### src/rtl/y86_pkg.sv
// Shared Y86 constants: instruction codes, status codes and the memory-access FSM states.
package y86_pkg;

    localparam logic [3:0] HALT  = 4'h0;
    localparam logic [3:0] NOP   = 4'h1;
    localparam logic [3:0] CMOV  = 4'h2;
    localparam logic [3:0] IRMOV = 4'h3;
    localparam logic [3:0] RMMOV = 4'h4;
    localparam logic [3:0] MRMOV = 4'h5;
    localparam logic [3:0] OPQ   = 4'h6;
    localparam logic [3:0] JXX   = 4'h7;
    localparam logic [3:0] CALL  = 4'h8;
    localparam logic [3:0] RET   = 4'h9;
    localparam logic [3:0] PUSH  = 4'hA;
    localparam logic [3:0] POP   = 4'hB;

    localparam logic [2:0] STAT_AOK = 3'b000;
    localparam logic [2:0] STAT_INS = 3'b001;
    localparam logic [2:0] STAT_ADR = 3'b010;
    localparam logic [2:0] STAT_HLT = 3'b100;

    typedef enum logic [1:0] {
        IDLE = 2'd0,
        REQ  = 2'd1,
        RESP = 2'd2
    } mem_state_t;

endpackage

### src/rtl/mem_op_classify.sv
// Combinational decode of icode + incoming status into memory direction, address source and status.
module mem_op_classify
    import y86_pkg::*;
(
    input  logic [3:0] icode,
    input  logic [2:0] stat,
    output logic       is_read,
    output logic       is_write,
    output logic       addr_sel,
    output logic [2:0] pass_stat
);

    always_comb begin
        is_read   = 1'b0;
        is_write  = 1'b0;
        addr_sel  = 1'b0;
        pass_stat = stat;

        if (stat[1]) begin
            pass_stat = STAT_ADR;
        end else if (stat[0]) begin
            pass_stat = STAT_INS;
        end else if (icode == HALT) begin
            pass_stat = STAT_HLT;
        end

        // A faulted or halting instruction never touches memory.
        if (pass_stat == STAT_AOK) begin
            case (icode)
                RMMOV, CALL, PUSH: is_write = 1'b1;
                MRMOV:             is_read  = 1'b1;
                RET, POP: begin
                    is_read  = 1'b1;
                    addr_sel = 1'b1;
                end
                default: ;
            endcase
        end
    end

endmodule

### src/rtl/mem_access_initiator.sv
// Memory-stage request side: classifies an execute result, runs one req/ack beat, reports to writeback.
// Optional ack watchdog enabled by defining MEM_TIMEOUT_EN.
module mem_access_initiator
    import y86_pkg::*;
#(
    parameter int MEM_DEPTH      = 4096,
    parameter int ADDR_W         = 12,
    parameter int TIMEOUT_CYCLES = 16
) (
    input  logic              clk,
    input  logic              reset,
    input  logic              e_valid,
    output logic              e_ready,
    input  logic [3:0]        e_Ins_Code,
    input  logic [3:0]        e_Ins_fun,
    input  logic [63:0]       e_Value_E,
    input  logic [63:0]       e_value_A,
    input  logic [2:0]        e_stat,
    input  logic [63:0]       f_no_of_valid_instruction,
    output logic              mem_req,
    output logic              mem_we,
    output logic [ADDR_W-1:0] mem_addr,
    output logic [63:0]       mem_wdata,
    input  logic              mem_ack,
    input  logic [63:0]       mem_rdata,
    input  logic              mem_err,
    output logic              m_valid,
    output logic [3:0]        m_Ins_Code,
    output logic [63:0]       m_Value_E,
    output logic [63:0]       m_Value_M,
    output logic [2:0]        m_stat,
    output logic              halted
);

    localparam logic [63:0] MAX_ADDR = 64'(MEM_DEPTH - 1);

    mem_state_t  state_q, state_d;
    logic        is_read, is_write, addr_sel;
    logic [2:0]  pass_stat;
    logic        accept, mem_op, addr_bad, go_req;
    logic [63:0] req_addr;
    logic [2:0]  accept_stat, ack_stat;
    logic        op_read_q;
    logic        ack_done, timeout_hit;

    // ifun has no consumer on the memory-request side.
    logic unused_ifun;
    assign unused_ifun = ^e_Ins_fun;

    mem_op_classify u_classify (
        .icode     (e_Ins_Code),
        .stat      (e_stat),
        .is_read   (is_read),
        .is_write  (is_write),
        .addr_sel  (addr_sel),
        .pass_stat (pass_stat)
    );

    assign mem_req  = (state_q == REQ);
    assign m_valid  = (state_q == RESP);
    assign ack_done = (state_q == REQ) && mem_ack;

`ifdef MEM_TIMEOUT_EN
    localparam int TO_W = $clog2(TIMEOUT_CYCLES + 1);
    logic [TO_W-1:0] to_cnt;

    always_ff @(posedge clk) begin
        if (reset || state_q != REQ) begin
            to_cnt <= '0;
        end else begin
            to_cnt <= to_cnt + 1'b1;
        end
    end

    assign timeout_hit = (state_q == REQ) && !mem_ack && (to_cnt == TO_W'(TIMEOUT_CYCLES - 1));
`else
    logic unused_timeout;
    assign unused_timeout = (TIMEOUT_CYCLES > 0);
    assign timeout_hit    = 1'b0;
`endif

    always_comb begin
        e_ready     = !halted && (state_q == IDLE || state_q == RESP);
        accept      = e_valid && e_ready;
        req_addr    = addr_sel ? e_value_A : e_Value_E;
        mem_op      = is_read || is_write;
        addr_bad    = mem_op && (req_addr > MAX_ADDR);
        go_req      = accept && mem_op && !addr_bad;
        accept_stat = addr_bad ? STAT_ADR : pass_stat;

        ack_stat = STAT_AOK;
        if (mem_err) begin
            ack_stat = STAT_ADR;
        end else if (m_Ins_Code == RET && op_read_q && mem_rdata > f_no_of_valid_instruction) begin
            ack_stat = STAT_INS;
        end

        state_d = state_q;
        case (state_q)
            IDLE, RESP: begin
                state_d = IDLE;
                if (accept) begin
                    state_d = go_req ? REQ : RESP;
                end
            end
            REQ: begin
                if (ack_done || timeout_hit) begin
                    state_d = RESP;
                end
            end
            default: state_d = IDLE;
        endcase
    end

    always_ff @(posedge clk) begin
        if (reset) begin
            state_q <= IDLE;
        end else begin
            state_q <= state_d;
        end
    end

    // Stage boundary: execute result captured on accept, memory result captured on ack.
    always_ff @(posedge clk) begin
        if (reset) begin
            mem_we     <= 1'b0;
            mem_addr   <= '0;
            mem_wdata  <= '0;
            m_Ins_Code <= NOP;
            m_Value_E  <= '0;
            m_Value_M  <= '0;
            m_stat     <= STAT_AOK;
            halted     <= 1'b0;
            op_read_q  <= 1'b0;
        end else if (accept) begin
            m_Ins_Code <= e_Ins_Code;
            m_Value_E  <= e_Value_E;
            m_Value_M  <= '0;
            m_stat     <= accept_stat;
            if (go_req) begin
                mem_addr  <= req_addr[ADDR_W-1:0];
                mem_we    <= is_write;
                mem_wdata <= is_write ? e_value_A : '0;
                op_read_q <= is_read;
            end else if (accept_stat != STAT_AOK) begin
                halted <= 1'b1;
            end
        end else if (ack_done) begin
            m_stat    <= ack_stat;
            m_Value_M <= (!mem_err && op_read_q) ? mem_rdata : '0;
            if (ack_stat != STAT_AOK) begin
                halted <= 1'b1;
            end
        end else if (timeout_hit) begin
            m_stat    <= STAT_ADR;
            m_Value_M <= '0;
            halted    <= 1'b1;
        end
    end

endmodule

### config.mk
export PLATFORM = sky130hd
export DESIGN_NAME = mem_access_initiator
export DESIGN_NICKNAME = d
export VERILOG_FILES = /design/src/rtl/y86_pkg.sv /design/src/rtl/mem_op_classify.sv /design/src/rtl/mem_access_initiator.sv
export SDC_FILE = /design/constraint.sdc
export NUM_CORES = 1
export LEC_CHECK = 0
export BUFFER_PORTS_ARGS = -buffer_cell sky130_fd_sc_hd__buf_2
export CAP_MARGIN = 20
export CORE_AREA = 2 2 188 190
export CTS_CLUSTER_SIZE = 20
export DETAILED_ROUTE_END_ITERATION = 12
export DIE_AREA = 0 0 190 192
export GPL_TIMING_DRIVEN = 1
export PLACE_DENSITY = 0.64
export SLEW_MARGIN = 20
export SYNTH_ARGS = -nofsm -noshare
export SYNTH_HDL_FRONTEND = slang
export SYNTH_SLANG_ARGS = --single-unit
### constraint.sdc
create_clock -name clk -period 3.21 [get_ports clk]
set_input_delay 0.8025 -clock clk [delete_from_list [all_inputs] [get_ports clk]]
set_output_delay 0.8025 -clock clk [all_outputs]
set_load 0.05 [all_outputs]
### Word level (Yosys, flattened, before mapping)

Index checks and enable logic that the tools add are counted.

| word-level totals | value |
|---|---|
| flip-flop bits (word level) | 216 |
| bits in latches | 0 |
| RAM bits | 0 |
| ROM bits | 0 |
| input bits | 272 |
| output and inout bits | 216 |
| word-level logic and storage cells | 78 |
| memories | 0 |

| cells by class | value |
|---|---|
| $add $sub $neg | 0 |
| multiply operators | 0 |
| div/mod/pow operators | 0 |
| magnitude comparators | 2 |
| equal/unequal tests | 12 |
| shift-type cells | 0 |
| mux-type cells | 26 |
| bitwise operators | 0 |
| reductions and logical operators | 28 |

Operator list:

| kind | number |
|---|---|
| 64-bit 2-to-1 mux | 3 |
| 64-bit by 12-bit greater-than comparator with 1-bit output, second input constant | 1 |
| 64-bit greater-than comparator | 1 |
| 3-bit 2-to-1 mux | 7 |
| 4-bit == test, second input constant | 5 |
| 1-bit 2-to-1 mux | 12 |
| 1-bit logical AND | 9 |
| 4-bit by 3-bit == test with 1-bit output, second input constant | 2 |
| 2-bit 2-to-1 mux | 3 |
| 3-bit nonzero test | 2 |
| 2-bit OR reduction | 3 |
| 3-bit OR reduction | 2 |
| 4-bit logical NOT | 1 |
| 2-bit by 1-bit != test with 1-bit output, second input constant | 2 |
| 2-bit case mux with 2 select lines | 1 |
| 4-bit AND reduction | 1 |
| 2-bit nonzero test | 2 |
| 1-bit logical NOT | 3 |
| 3-bit logical NOT | 1 |
| 2-bit by 1-bit == test with 1-bit output, second input constant | 1 |
| 2-bit == test, second input constant | 1 |
| 2-bit logical NOT | 1 |
| 1-bit logical OR | 2 |
| 2-bit != test, second input constant | 1 |
| 2-bit AND reduction | 1 |

### Depth between registers and ports, before layout

Gate-level depths: netlist of the first run.

| depth | value |
|---|---|
| depth in word-level cells | 14 |
| depth in mapped cells | 8 |
| depth with buffers taken out | 8 |

### Modules after synthesis

A second synthesis of the first run with hierarchy kept.

| unflattened totals | value |
|---|---|
| cell total of the unflattened synthesis | 1,194 |
| area total of the unflattened synthesis | 9,580.4 sq um |

By module, submodules not included:

| module | times used | cells each | area an instance (sq um) | seq. area each (sq um) |
|---|---|---|---|---|
| mem_access_initiator | 1 | 1,182 | 9,492.9 | 4,324.1 |
| mem_op_classify | 1 | 12 | 87.6 | 0.0 |

### Worst setup path before layout of the first run

OpenSTA, ideal clock, no wires.

| path | value |
|---|---|
| path kind | input -> register |
| start point | input port e_Value_E[26] |
| end point | register mem_wdata[58] |
| library setup time | 71 ps |
| arrival | 2,612 ps |
| required time | 3,139 ps |
| slack | 527 ps |
| cell stages on the path | 7 |
| path buffers | 1 |
| cell sequence | or4_1 -> a211oi_1 -> nor4b_4 -> o211ai_4 -> clkbuf_2 -> or3b_1 -> a21oi_1 |

| on the way | value |
|---|---|
| cells in the longest elaborated chain, start to end | 6 |

Ends and longest elaborated chain:

| what | RTL line | RTL |
|---|---|---|
| from (decl) | mem_access_initiator.sv:16 | `input logic [63:0] e_Value_E,` |
| 64-bit 2-to-1 mux | mem_access_initiator.sv:85 | `req_addr = addr_sel ? e_value_A : e_Value_E;` |
| 64-bit by 12-bit greater-than comparator with 1-bit output | mem_access_initiator.sv:87 | `addr_bad = mem_op && (req_addr > MAX_ADDR);` |
| 1-bit logical AND | mem_access_initiator.sv:87 |  |
| 1-bit logical NOT | mem_access_initiator.sv:88 | `go_req = accept && mem_op && !addr_bad;` |
| 1-bit logical AND | mem_access_initiator.sv:88 |  |
| 2-bit AND reduction (no line) | n/a |  |
| to (signal assigned) | mem_access_initiator.sv:143 | `mem_wdata <= is_write ? e_value_A : '0;` |
| to (decl) | mem_access_initiator.sv:23 | `output logic [63:0] mem_wdata,` |

Every way passes these cells.
A chain may end at the register's enable or synchronous reset.

### Final worst setup path of the first run

| path | value |
|---|---|
| start point | input port e_Value_E[12] |
| end point | register mem_wdata[47] |

The elaborated chain is that of the path after synthesis.

==> summary.txt, run 1 <==
Detailed routing
  • Detailed Routing Iterations Pass 1: 7
  • Routed WL: 37600 um
  • Post-route ant nets: 0
  • Iter 0 DRT Violations: 500
  • DRC Markers: 0
  • Total number of vias: 10600
  • Vias per cell: between 4 and 5
  • Routed WL per cell: about 17 um

STA
  • Slew margin rel.: about 45%
  • Final Skew: a little under 8 ps
  • Crit share post-route: a little under nine tenths
  • RSZ-0062 raised after global routing: false
  • Fmax: ~360 MHz
  • Final setup TNS: 0 ps
  • Fin. Hold Viols: 0
  • Pins over their slew limit: 0
  • Final setup violation count: 0
  • Final min period: between 2000 and 3000 ps
  • Worst slew pin tran: about 820 ps

Place
  • I/O Buffers: about 480
  • Final GP Congestion: roughly 0.96
  • HPWL after DPL: about 29000 um
  • Post-DP Area: roughly 13000 um^2

Setup path
  • Worst EP arrival: 3190 ps
  • CP max FO: 66
  • CP required: ~3700 ps
  • R2r worst-path depth: 6
  • R2r setup slk: about 1100 ps
  • Worst setup SP type: input port
  • Critical path capture point type: register
  • Crit Path Category: input port to register

Clocking
  • TritonCTS clock tree: yes
  • Clock latency at the later pin of the worst-skew pair: ~520 ps
  • Worst-path clk slew: about 60 ps
  • CTS max path bufs: 3
  • Clk sinks: around 220
  • Clk root buf: clkbuf_16
  • Setup repair bufs after CTS: 0
  • Cts repair resizes: 0
  • Cts hold-fix bufs: 0
  • CTS HTree Levels: 1
  • CTS Buf Count: 25

Floorplan
  • I/O pin total: between 400 and 500
  • Die Span Y: 192 um
  • Core area: 34300 um^2
  • Die ar.: about 36000 um^2
  • Die Span X: between 150 and 200 um
  • Row cnt: between 60 and 70
  • Initial core utilization: 29.2%

Pwr
  • Pleak: 0.00659 uW
  • Tot Pwr: approximately 6700 uW
  • Pwr dens: between 400 and 500 nW/um^2
  • Max IR drop VDD: ~350 uV

Layout
  • Synth-to-Final Area Change: 38.3%
  • Final instance area: between 10000 and 15000 um^2
  • Fill cells: about 3500
  • Share of cells above drive strength 1: approximately 34%
  • Register area: approximately 4300 um^2
  • Layout net count: about 2000
  • Core Util, Final: between 40% and 50%
  • Multi-input logic area: 5130 um^2

Hold path
  • Hold path depth: 2
  • Hold WC Path Type: register to register

Global routing
  • Gr usage total: 19.3%
  • Initial antenna violation count: 7
  • Number of global-route vias before repair: 10210
  • Gr ovfl total: 0
  • Largest net degree at the start of global routing: between 150 and 200
  • Global-route wire length before repair: 56000 um

Logic synthesis
  • Mean Syn Cell Area: approximately 8 um^2
  • Post-Syn Instances: ~1200
  • #FFs+latches synth: between 200 and 250
  • Seq/Total Area, Yosys: a little over two fifths
  • Yosys Warn Count: 0
  • Post-synth cell types: 47
  • Post-synth design cell area: roughly 10000 um^2
  • Mapped Nets: 1580

Run
  • Max Cap Viol: 0

Outcome
  • Run status: complete, no violations
[placed cells by master (no fill, tap or decap), types with 7 or more instances in the layout]
cell	n
inv_1	68
nor2_1	24
buf_2	482
diode_2	7
dfxtp_1	216
mux2_2	12
nand3_1	69
or3b_1	61
o21ai_0	12
ha_1	64
buf_4	38
nor4_1	31
a21o_1	11
nand2_1	282
nand4_1	18
mux2i_1	13
a21oi_1	225
clkbuf_16	25
[final timing paths]
path,end,start
setup reg to reg,m_stat[0],state_q[0]
setup / recovery,mem_wdata[47],e_Value_E[12]
hold reg to reg,mem_wdata[1],mem_wdata[1]
hold / removal,mem_wdata[1],mem_wdata[1]
[cell families after synthesis]
kind of cell / after synthesis / share of synthesized area [%]
AND/OR/NAND/NOR: 518 / 26.0
multiplexers: 25 / 2.65
AO/OA/AOI/OAI: 268 / 14.4
adder cells (fa/ha/maj): 64 / 7.99
flip-flops: 216 / 43.1
buffers and inverters: 153 / 5.90
[through the flow]
| step | std cells | setup WS (ps) | hold slack (ps) |
|---|---|---|---|
| after floorplan | 1244 | 527 | 478 |
| after global placement | 2136 | -131 | 436 |
| after detailed placement | 2136 | -180 | 441 |
| after CTS | 2179 | 363 | 447 |
| after global routing | 2186 | 197 | 458 |
| final | 2186 | 452 | 447 |
[where the power goes]
group / switching [uW] / leakage [uW] / internal (uW)
registers: 30.9 / 0.00175 / 2740
logic: 634 / 0.00443 / 318
clock network: 1170 / 0.000414 / 1770
[metal layers]
| metal | GRT usage [%] | share of wire, % | wire (um) | vias to the layer above |
|---|---|---|---|---|
| li1 | - | - | - | 5229 |
| met1 | 23.8 | 42 | 15600 | 4913 |
| met2 | 32.5 | 48 | 18000 | 396 |
| met3 | 4.57 | 7.5 | 2810 | 62 |
| met4 | 7.33 | 3.3 | 1230 | 0 |
| met5 | 0 | 0 | 0 | - |
[cells in the mapped netlist, drive strengths merged]
library cell / instances / area share [%]
nand2: 284 / 11
a21oi: 225 / 11
dfxtp: 216 / 43
clkbuf: 72 / 2.8
nand3: 69 / 3.4
inv: 68 / 2.5
ha: 64 / 8.0
or3b: 64 / 5.6
nor4: 32 / 2.1
nor2: 24 / 0.90
nand4: 18 / 1.1
buf: 13 / 0.59
mux2i: 13 / 1.3
mux2: 12 / 1.3
o21ai: 12 / 0.60
a21o: 11 / 0.82
nor2b: 6 / 0.37
a211oi: 4 / 0.30
and4: 3 / 0.26
o211ai: 3 / 0.36
a221oi: 2 / 0.17
a31oi: 2 / 0.12
and2: 2 / 0.12
nand3b: 2 / 0.15
nor3: 2 / 0.10
nor3b: 2 / 0.15
nor4b: 2 / 0.39
o31ai: 2 / 0.15
or2: 2 / 0.12
or3: 2 / 0.12
or4: 2 / 0.15
a21bo: 1 / 0.10
a22oi: 1 / 0.075
a311oi: 1 / 0.087
nand2b: 1 / 0.062
o21a: 1 / 0.075
o221ai: 1 / 0.087
o311ai: 1 / 0.087
o31a: 1 / 0.087
or4b: 1 / 0.10
[sequential cells by signal (all words and copies together), names as in the netlist, 2 cells and up]
| signal | flops |
|---|---|
| mem_addr | 12 |
| m_stat | 3 |
| mem_wdata | 64 |
| m_Value_E | 64 |
| m_Ins_Code | 4 |
| state_q | 2 |
| m_Value_M | 64 |
[cell type report]
class                      instances  area share (%)
inverter                          68            1.84
tap                              455            4.11
antenna                            7           0.126
timing repair buffer             522            19.7
sequential                       216            31.2
multi-input combinational        875            37.0
clock buffer                      33            5.09
clock inverter                    10           0.921
[worst max-delay path, stage by stage]
cell and delay [ps]:
buf_2 100, nor4_1 440, buf_4 190, nand4_1 160, nor4b_4 460, o211ai_4 210
buf_12 240, or3b_1 390, a21oi_1 160
(Power assumes the default switching activity.)
==> run 2, diff against run 1 <==
--- a/config.mk
+++ b/config.mk
@@ -5,6 +5,7 @@
 export SDC_FILE = /design/constraint.sdc
 export NUM_CORES = 1
 export LEC_CHECK = 0
+export ABC_CLOCK_PERIOD_IN_PS = 3210
 export BUFFER_PORTS_ARGS = -buffer_cell sky130_fd_sc_hd__buf_2
 export CAP_MARGIN = 20
 export CORE_AREA = 2 2 188 190
@@ -13,6 +14,7 @@
 export DIE_AREA = 0 0 190 192
 export GPL_TIMING_DRIVEN = 1
 export PLACE_DENSITY = 0.64
+export RECOVER_POWER = 100
 export SLEW_MARGIN = 20
 export SYNTH_ARGS = -nofsm -noshare
 export SYNTH_HDL_FRONTEND = slang
==> run 2 against run 1 <==
  * The run now ends with capacitance limit, slew limit left
  * Worst setup slack lost 67 ps
  * Count of clock-buffer cells in the layout is the same
  * Sequential cell count is the same
  * Clock power is essentially flat
  * Sequential power is essentially flat
  * Total power shrank 0.23%
  * Final cell count is the same
  * Register-to-register slack lost 620 ps
  * Largest cell class unchanged
==> summary.txt, run 2 (synthesis results as in run 1) <==
STA
  • Final Skew: 6.25 ps
  • Pins over their slew limit: 74
  • Final min period: 2830 ps
  • Worst slew pin tran: approximately 1500 ps
  • Fmax: ~350 MHz
  • Final setup violation count: 0
  • Setup ws final: slightly below 400 ps
  • Crit share post-route: between 80 and 90%
  • RSZ-0062 raised after global routing: false
  • Fin. Hold Viols: 0
  • Slew margin rel.: -2.38%

Pwr
  • Tot Pwr: approximately 6700 uW
  • Pwr dens: between 400 and 500 nW/um^2
  • Pleak: ~0.0056 uW
  • Max IR drop VDD: 349 uV

Setup path
  • Crit Path Category: input port to register
  • Worst EP arrival: 3260 ps
  • Worst setup SP type: input port
  • CP required: between 3000 and 4000 ps
  • Slowest cell on crit path: nor4_1
  • Slowest stage delay, CP: between 400 and 500 ps
  • R2r worst-path depth: 5
  • Critical path capture point type: register
  • CP max FO: 66
  • CP Cell Sequence: buf_2 -> nor4_1 -> buf_4 -> nand4_1 -> nor4b_4 -> o211ai_4 -> buf_12 -> or3b_1 -> a21oi_1

Detailed routing
  • Routed WL: 37700 um
  • Vias per cell: ~4.8
  • Post-route ant nets: 0
  • Total number of vias: 10578
  • Routed WL per cell: between 15 and 20 um
  • Iter 0 DRT Violations: about 530
  • DRC Markers: 0
  • Detailed Routing Iterations Pass 1: 4

Clocking
  • Clk root buf: clkbuf_16
  • Cts hold-fix bufs: 0
  • CTS HTree Levels: 1
  • CTS max path bufs: 3
  • Clk sinks: between 200 and 250
  • Clock latency at the later pin of the worst-skew pair: between 500 and 600 ps
  • CTS Buf Count: 25
  • Worst-path clk slew: ~60 ps
  • Setup repair bufs after CTS: 0
  • TritonCTS clock tree: yes
  • Cts repair resizes: 0

Layout
  • Layout net count: 2044
  • Most common cell after layout, fill and taps aside: nand2_1
  • Fill cells: approximately 3600
  • Largest registers: m_Value_E (64), m_Value_M (64), mem_wdata (64)
  • Share of cells above drive strength 1: approximately a fifth
  • Synth-to-Final Area Change: 35.2%
  • Final instance area: between 10000 and 15000 um^2
  • Most frequent cells in the layout: nand2_1 (283), buf_2 (266), clkbuf_1 (227)

Floorplan
  • Die ar.: between 30000 and 40000 um^2
  • I/O pin total: 488
  • Core area: roughly 34000 um^2
  • Die Span Y: approximately 190 um
  • Die Span X: between 150 and 200 um
  • Row cnt: 68
  • Initial core utilization: slightly below 30%

Global routing
  • Global-route wire length before repair: 56000 um
  • Largest net degree at the start of global routing: 153
  • Gr ovfl total: 0
  • GR Util met1: between 20% and 30%
  • Number of global-route vias before repair: between 10000 and 15000
  • M2 GR Usage: 32.5%
  • Initial antenna violation count: 7
  • Gr busiest metal: met2
  • Met3 Usage GRT: roughly 4.6%
  • Gr usage total: 19.3%

Outcome
  • Failing checks: capacitance limit, slew limit
  • Run status: complete, but fails checks

Place
  • Final GP Congestion: roughly 0.96
  • I/O Buffers: 483
  • HPWL after DPL: 28900 um
  • Worst Setup Slack post-DPL: -180 ps
  • Post-DP Area: around 13000 um^2

Hold path
  • Hold path depth: 2
  • Hold WC Path Type: register to register

Run
  • Max Cap Viol: 2
## run 2: cell count changes in the layout (fill, tap and decap cells not counted), sizes merged
cell    change
buf       -226
clkbuf    +226
## run 2: critical path, delay by kind of cell
kind / cells / cell delay [ps]
AO/OA/AOI/OAI: 2 / 370
buffers and inverters: 3 / 540
AND/OR/NAND/NOR: 4 / 1500
## run 2: worst paths after layout
check,from,end,slack [ps]
setup reg to reg,halted,m_Value_M[56],440
setup / recovery,e_Value_E[12],mem_wdata[47],380
hold reg to reg,mem_wdata[31],mem_wdata[31],450
hold / removal,mem_wdata[31],mem_wdata[31],450
## run 2: final cells by class
class,count,area (um^2),area share (%)
Tap cell,455,569,4.20
Multi-Input combinational cell,875,5120,37.8
Antenna cell,7,17.5,0.129
Timing Repair Buffer,522,2430,18.0
Clock buffer,33,706,5.21
Clock inverter,10,128,0.942
Inverter,68,255,1.88
Sequential cell,216,4320,31.9
## run 2: per-layer routing
metal / part of all wire (%) / routed length [um]
met1: 42 / 15800
met3: 7.3 / 2750
met2: 47 / 17900
met4: 3.5 / 1310
met5: 0 / 0
## run 2: power by group
part | switching, uW | internal, uW
Clock | 1170 | 1770
Sequential | 32.3 | 2740
Combinational | 634 | 299
Total | 1840 | 4820
## run 2: metrics by stage
stage	setup TNS, ps	util, %	std cells	hold WS [ps]
after floorplan	0	-	1244	478
after global placement	-6800	38.0	2136	436
after detailed placement	-8290	38.0	2136	441
after CTS	0	40.4	2179	447
after global routing	0	39.5	2186	461
final	0	39.5	2186	449
